File: config.mk
export PLATFORM = sky130hd
export DESIGN_NAME = opcode_decode_stage
export DESIGN_NICKNAME = d
export VERILOG_FILES = /design/src/rtl/opcode_decode_stage_pkg.sv /design/src/rtl/opcode_onehot_dec.sv /design/src/rtl/opcode_decode_stage.sv
export SDC_FILE = /design/constraint.sdc
export NUM_CORES = 1
export LEC_CHECK = 0
export BUFFER_PORTS_ARGS = -buffer_cell sky130_fd_sc_hd__clkbuf_2
export CORE_MARGIN = 2
export CORE_UTILIZATION = 53
export CTS_BUF_LIST = sky130_fd_sc_hd__clkbuf_2 sky130_fd_sc_hd__clkbuf_4 sky130_fd_sc_hd__clkbuf_8
export DETAILED_ROUTE_END_ITERATION = 6
export GPL_ROUTABILITY_DRIVEN = 1
export GPL_TIMING_DRIVEN = 0
export PLACE_DENSITY = 0.8
export SYNTH_ARGS = -nofsm -noshare
export SYNTH_HDL_FRONTEND = slang
export SYNTH_SLANG_ARGS = --single-unit
File: constraint.sdc
create_clock -name clk -period 2.2 [get_ports clk]
set_input_delay 0.22 -clock clk [delete_from_list [all_inputs] [get_ports clk]]
set_output_delay 0.22 -clock clk [all_outputs]
set_load 0.005 [all_outputs]
File: src/rtl/opcode_decode_stage_pkg.sv
// cpu_ctrl_pkg: opcode constants, legal-opcode mask and skid-buffer state type
// shared by the decode front end.
package cpu_ctrl_pkg;
  localparam int OPC_W = 6;
  localparam int ONEHOT_W = 64;
  localparam logic [OPC_W-1:0] OP_ADD = 6'd62;
  localparam logic [OPC_W-1:0] OP_BEQ = 6'd55;
  localparam logic [OPC_W-1:0] OP_LW = 6'd14;
  localparam logic [OPC_W-1:0] OP_SW = 6'd10;
  localparam logic [OPC_W-1:0] OP_NOR = 6'd6;
  localparam logic [ONEHOT_W-1:0] LEGAL_MASK = (ONEHOT_W'(1) << OP_ADD) | (ONEHOT_W'(1) << OP_BEQ) |
    (ONEHOT_W'(1) << OP_LW) | (ONEHOT_W'(1) << OP_SW) | (ONEHOT_W'(1) << OP_NOR);
  typedef enum logic [1:0] {EMPTY, ONE, TWO} skidStateT;
endpackage

File: src/rtl/opcode_onehot_dec.sv
// opcode_onehot_dec: opcode to one-hot control-ROM select; opcodes outside the
// legal set produce an all-zero vector and raise illegal.
module opcode_onehot_dec
  import cpu_ctrl_pkg::*;
(
  input  logic [OPC_W-1:0]    opc,
  output logic [ONEHOT_W-1:0] onehot,
  output logic                illegal
);
  assign onehot = (ONEHOT_W'(1) << opc) & LEGAL_MASK;
  assign illegal = ~|onehot;
endmodule

File: src/rtl/opcode_decode_stage.sv
// opcode_decode_stage: registered decode front end with a 2-entry skid buffer
// and a saturating illegal-opcode counter.
module opcode_decode_stage
  import cpu_ctrl_pkg::*;
#(
  parameter int INSTR_W = 32,
  parameter int OPC_LSB = 26,
  parameter int CNT_W = 8
) (
  input  logic                clk,
  input  logic                rst_n,
  input  logic                flush,
  input  logic                in_valid,
  output logic                in_ready,
  input  logic [INSTR_W-1:0]  in_instr,
  output logic                out_valid,
  input  logic                out_ready,
  output logic [ONEHOT_W-1:0] out_onehot,
  output logic [INSTR_W-1:0]  out_instr,
  output logic                out_illegal,
  output logic [CNT_W-1:0]    illegal_cnt
);
  skidStateT state;
  logic inReadyReg, accept, deliver, decIllegal, skidIllegal;
  logic [ONEHOT_W-1:0] decOnehot, skidOnehot;
  logic [INSTR_W-1:0] skidInstr;
  assign in_ready = inReadyReg & ~flush;
  assign accept = in_valid & in_ready;
  assign deliver = out_valid & out_ready;
  opcode_onehot_dec uDec (
    .opc(in_instr[OPC_LSB +: OPC_W]),
    .onehot(decOnehot),
    .illegal(decIllegal)
  );
  // Decode happens once at accept; the result travels with the entry.
  always_ff @(posedge clk or negedge rst_n)
    if (!rst_n) begin
      state <= EMPTY;
      inReadyReg <= 1'b0;
      out_valid <= 1'b0;
      out_onehot <= '0;
      out_instr <= '0;
      out_illegal <= 1'b0;
      skidOnehot <= '0;
      skidInstr <= '0;
      skidIllegal <= 1'b0;
      illegal_cnt <= '0;
    end else begin
      inReadyReg <= 1'b1;
      if (accept && decIllegal && illegal_cnt != {CNT_W{1'b1}})
        illegal_cnt <= illegal_cnt + CNT_W'(1);
      if (flush) begin
        state <= EMPTY;
        out_valid <= 1'b0;
      end else
        case (state)
          EMPTY:
            if (accept) begin
              out_onehot <= decOnehot;
              out_instr <= in_instr;
              out_illegal <= decIllegal;
              out_valid <= 1'b1;
              state <= ONE;
            end
          ONE:
            if (accept && !deliver) begin
              skidOnehot <= decOnehot;
              skidInstr <= in_instr;
              skidIllegal <= decIllegal;
              inReadyReg <= 1'b0;
              state <= TWO;
            end else if (accept) begin
              out_onehot <= decOnehot;
              out_instr <= in_instr;
              out_illegal <= decIllegal;
            end else if (deliver) begin
              out_valid <= 1'b0;
              state <= EMPTY;
            end
          TWO:
            if (deliver) begin
              out_onehot <= skidOnehot;
              out_instr <= skidInstr;
              out_illegal <= skidIllegal;
              state <= ONE;
            end else
              inReadyReg <= 1'b0;
          default: state <= EMPTY;
        endcase
    end
endmodule

; Yosys cells after proc, flatten, opt, wreduce, memory -nomap -nowiden
; Index checks and enable logic that the tools add are counted.
[op_classes]
n_addsub = 1
n_eq_ne = 12
shifts = 1
n_mux = 29
bitwise = 4
reduce_logical = 13
[ops]
columns = operator, n
row1 = $mux 64, 3
row2 = $pmux 64 s3, 1
row3 = $mux 32, 3
row4 = $pmux 32 s3, 1
row5 = $shl 1x6->63 const A, 1
row6 = $ne 3x3->1 const B, 5
row7 = $mux 2, 6
row8 = $mux 1, 11
row9 = $add 8x1->8 const B, 1
row10 = $ne 4x4->1 const B, 2
row11 = $ne 8x8->1 const B, 1
row12 = $reduce_and 4->1, 2
row13 = $pmux 2 s3, 1
row14 = $reduce_bool 3->1, 2
row15 = $reduce_and 5->1, 1
row16 = $reduce_or 5->1, 1
row17 = $ne 2x2->1 const B, 2
row18 = $pmux 1 s2, 2
row19 = $and 1x1->1, 3
row20 = $logic_and 1x1->1, 3
row21 = $pmux 1 s3, 1
row22 = $reduce_and 3->1, 1
row23 = $eq 2x1->1 const B, 1
row24 = $eq 2x2->1 const B, 1
row25 = 3 further kinds, 4
[word_totals]
reg_bits = 147
in_bits = 37
output_inout_bits = 107
wordCells = 70

; Depth between registers and ports, before layout
[logic_depth]
depth_word = 7
ltp_mapped = 9
depth_no_buf = 6

; By module
; A second synthesis with hierarchy kept.
[unflattened]
hier_cells = 666
hier_area_um2 = 9680.5
[by_module_without_submodules]
columns = module, instances, cells_per_inst, area_per_inst_um2, seq_area_each_um2
row1 = opcode_decode_stage, 1, 591, 9143.8, 5154.9
row2 = opcode_onehot_dec, 1, 75, 536.8, 0.0

; Least setup slack after synthesis
; Ideal clock, no wire load.
[synth_path]
kind = register to register
start = register state[1]
end = register out_instr[26]
setup_time_ps = 123
arrival_ps = 1543
required_time_ps = 2077
slack_ps = 533
stages_incl_launch_ff = 9
n_path_buf = 3
period_less_slack_ps = 1667
cell_sequence = dfrtp_1 -> inv_1 -> ha_1 -> clkbuf_1 -> nand3_4 -> nand3_1 -> buf_4 -> buf_2 -> o21ai_1
[synth_between]
elab_chain_len = 3
word_cells_on_any_way = 8
classes_between = eq/ne: 4 / mux: 1 / reduce/logical: 3
[synth_rtl]
columns = element, line
row1 = start: declaration, opcode_decode_stage.sv:23  ; skidStateT state;
row2 = start signal: assignment, opcode_decode_stage.sv:38  ; state <= EMPTY;
row3 = start signal: assignment, opcode_decode_stage.sv:53  ; state <= EMPTY;
row4 = start signal: assignment, opcode_decode_stage.sv:63  ; state <= ONE;
row5 = "$eq 2x1->1, or another cell as far along", opcode_decode_stage.sv:56  ; case (state)
row6 = $ne 2x2->1 (no source line) or $reduce_bool 3->1 (tied branches), --
row7 = $reduce_and 4->1 (no source line), --
row8 = end signal: assignment, opcode_decode_stage.sv:60  ; out_instr <= in_instr;
row9 = end signal: assignment, opcode_decode_stage.sv:74  ; out_instr <= in_instr;
row10 = end signal: assignment, opcode_decode_stage.sv:83  ; out_instr <= skidInstr;
row11 = end: declaration, opcode_decode_stage.sv:19  ; output logic [INSTR_W-1:0] out_instr,
; Parallel ways exist; a longest one is shown, timed or not.
; A chain may end at the register's enable or synchronous reset.

; Worst setup path after layout
[layout_path]
start = register state[0]
end = register out_onehot[6]
[layout_between]
elab_chain_len = 3
word_cells_on_any_way = 8
classes_between = eq/ne: 4 / mux: 1 / reduce/logical: 3
[layout_rtl]
columns = element, line
row1 = "$eq 2x1->1, or another cell as far along", opcode_decode_stage.sv:56
row2 = $ne 2x2->1 (no source line) or $reduce_bool 3->1 (tied branches), --
row3 = $reduce_and 4->1 (no source line), --
row4 = end signal: assignment, opcode_decode_stage.sv:59  ; out_onehot <= decOnehot;
row5 = end signal: assignment, opcode_decode_stage.sv:73  ; out_onehot <= decOnehot;
row6 = end signal: assignment, opcode_decode_stage.sv:82  ; out_onehot <= skidOnehot;
row7 = end: declaration, opcode_decode_stage.sv:18  ; output logic [ONEHOT_W-1:0] out_onehot,
; Parallel ways exist; a longest one is shown, timed or not.

==> impl_metrics.toml <==
[global_route]
grt_max_degree = 49
grt_pass1_wl_mm = 14.06
grt_pass1_vias = 3001
grt-ovfl-total = 0
antenna_found_initial = 0
globalRouteTotalUtil_pct = 19.98

[pwr]
power.ir.vdd_worst_v = 0.0007865
clock_power_share_pct = 21.2
p_sw_share_pct = 32.30
power.total_mw = 5.622
power_frac_comb_pct = 31.0
p_int_mw = 3.806
sequentialPowerShare_pct = 47.9
p_leak_nw = 2.724
powerDensity_nw_per_um2 = 1038
p_switching_mw = 1.816

[drt]
drt_iter0_markers = 149
viasPerCell = 4.825
firstDrtPassIters = 4
routed_wl_mm = 8.645
drtAntennaViolNets = 0
drc = 0
post_drt_wl_per_cell_um = 13.06
via_count = 3194

[critical_path]
critical_path.endpoint = "out_onehot[6]"
start_kind = "flop"
startpoint = "state[0]"
r2r_end = "out_onehot[6]"
reg2reg_setup_slack_ps = 200
path_depth = 6
critPathArrivalTime_ps = 2220
cp_cell_sequence = "inv_1 -> ha_1 -> buf_2 -> clkbuf_1 -> mux2i_1 -> o21ai_0"
cp_top_family = "buffers and inverters"
slowest_delay_ps = 650
cpMaxStageDelayCell = "clkbuf_1"
crit_buf_inv = 3
worstPathRequired_ps = 2420
cp-end-kind = "flop"
crit_type = "reg2reg"
reg2regPathDepth = 6
critPathMaxFanout = 10
reg2reg_from = "state[0]"

[synth]
synth_ff_type = "dfrtp_1"
synthesis.instances = 398
synth_top_area_share_pct = 50.09
synth_most_common_cell = "dfrtp_1"
ys.warnings.count = 0
yosys.area.top_type = "dfrtp_1"
yosys-top-cells-count = "dfrtp_1, buf_4, nand2_1"
synth.distinct_cells = 41
synthArstFlopShare_pct = 100.0
ys_seq_area_share_pct = 50.09
ys_ff_latch = 88
synth_area_per_cell_um2 = 11.05
synth_edf_count = 0
netlist_area_um2 = 4397
synthTopCellsByArea = "dfrtp_1, buf_4, mux2_2"

[clock_network]
clkTransAtPathRegs_ps = 90
root_buffer = "clkbuf_8"
tritoncts = "done"
cts_buffers = 9
clockBufferDepth = 2
h-tree-depth = 3
clock-sinks = 88
clock_latency_ps = 350

[sta]
setup_viol = 0
fmax_ghz = 0.4999
finalMaxSlewViolations = 0
worst_pin_slew_ps = 817.2
rsz0062_at_grt = "no"
finalHoldViolCount = 0
worst_slack_ps = 199.8
slew-limit-headroom_pct = 45.52
fin_crit_sh_pct = 90.92
finClkSkew_ps = 9.083
period_needed_ps = 2000

[die]
initial_utilization_pct = 54.05
core_um2 = 8134
die_area_um2 = 9040
die_w_um = 95.08
placement_rows = 33
die_h_um = 95.08
pin_count = 144

[placement]
hpwl_mm = 6.376
placed_cell_area_um2 = 5196
place.gp.congestion = 0.8499
portBuffers = 84
dp_slack_ps = 102.2

[finish]
layout-drive-gt1-share_pct = 38.60
syn2layout_area_growth_pct = 23.22
seq_area_um2 = 2202
multi_input_area_um2 = 1867
final_util_pct = 66.61
num_antenna_cells = 0
fill_cells = 668
finalInstanceArea_um2 = 5418
nets = 593

[status]
status = "finished, final reports clean"

[run]
cap_viol_max_count = 0

[hold_path]
min_path_type = "in2reg"
-- state kept, by name (all words and copies together), names as in the netlist --
name         cells
out_illegal      1
out_onehot       5
skidOnehot       5
state            2
out_valid        1
illegal_cnt      8
skidIllegal      1
inReadyReg       1
skidInstr       32
out_instr       32
-- metal layers --
layer  track usage, %  vias to the layer above  wire length (µm)
met5                0                        -                 0
met4            6.884                        0                92
met3            3.953                        9               521
met2            34.21                      101              4369
met1            25.37                     1530              3661
li1                 -                     1554                 -
-- metrics by stage --
step           TNS, ps  cells  hold slack, ps
2_1_floorplan        0    456          -75.59
3_3_place_gp     -4368    645           459.5
3_5_place_dp         0    646           291.7
4_1_cts              0    663           93.51
5_1_grt              0    662           99.93
6_report             0    662           108.6
-- cell usage in the layout, fill, tap and decap left out, drive strengths merged, types with 2 or more instances in the layout --
cell type  count
xnor2          5
nand3         12
nand2         50
a21oi          5
mux2          38
nor2           6
dfrtp         88
conb          59
mux2i         37
nand3b         2
nand4          3
ha             4
nor4           2
clkinv         2
o21ai         44
clkbuf       101
nor2b          2
and3           3
inv            5
buf           72
-- power groups by stage --
stage                     clock, mW  sequential, mW  combinational (mW)
after floorplan                   0            2.66                1.09
after global placement            0            2.67                1.69
after detailed placement          0            2.71                1.77
after CTS                      1.21            2.69                1.77
after global routing           1.28            2.77                1.97
final                          1.19            2.69                1.74
-- cell families (layout without fill, tap and decap cells) --
logic type | count (synthesis) | count (layout) | synth area share (%)
adder cells (fa/ha/maj) | 4 | 4 | 1.138
XOR/XNOR | 5 | 5 | 0.9960
multiplexers | 75 | 75 | 18.24
AND/OR/NAND/NOR | 87 | 87 | 9.761
flip-flops | 88 | 88 | 50.09
other | 1 | 59 | 0.08529
AO/OA/AOI/OAI | 56 | 56 | 7.285
buffers and inverters | 82 | 183 | 12.41
-- worst min-delay path by stage --
| stage | depth (start not counted) | slack, ps | to | start |
|---|---|---|---|---|
| after floorplan | 0 | -80 | illegal_cnt[0] | rst_n |
| after global placement | 2 | 460 | skidOnehot[10] | skidOnehot[10] |
| after detailed placement | 1 | 290 | out_instr[10] | rst_n |
| after CTS | 2 | 90 | skidInstr[23] | in_instr[23] |
| after global routing | 2 | 100 | skidInstr[23] | in_instr[23] |
| final | 2 | 110 | skidInstr[19] | in_instr[19] |
-- timing repair --
action / in CTS / in global routing
resized for setup: 0 / 0
endpoints found under the setup margin: 0 / 38
buffers inserted: 0 / 0
hold buffers: 1 / 0
endpoints found under the hold margin: 40 / 0
-- layout make-up --
type / instances / share of cell area [%]
clock buffer: 11 / 2.794
tap: 105 / 2.425
inverter: 4 / 0.2771
clock inverter: 5 / 1.178
timing repair buffer: 86 / 8.499
buffer: 77 / 9.723
sequential: 88 / 40.65
multi-input combinational: 286 / 34.46
(Power assumes the default switching activity.)
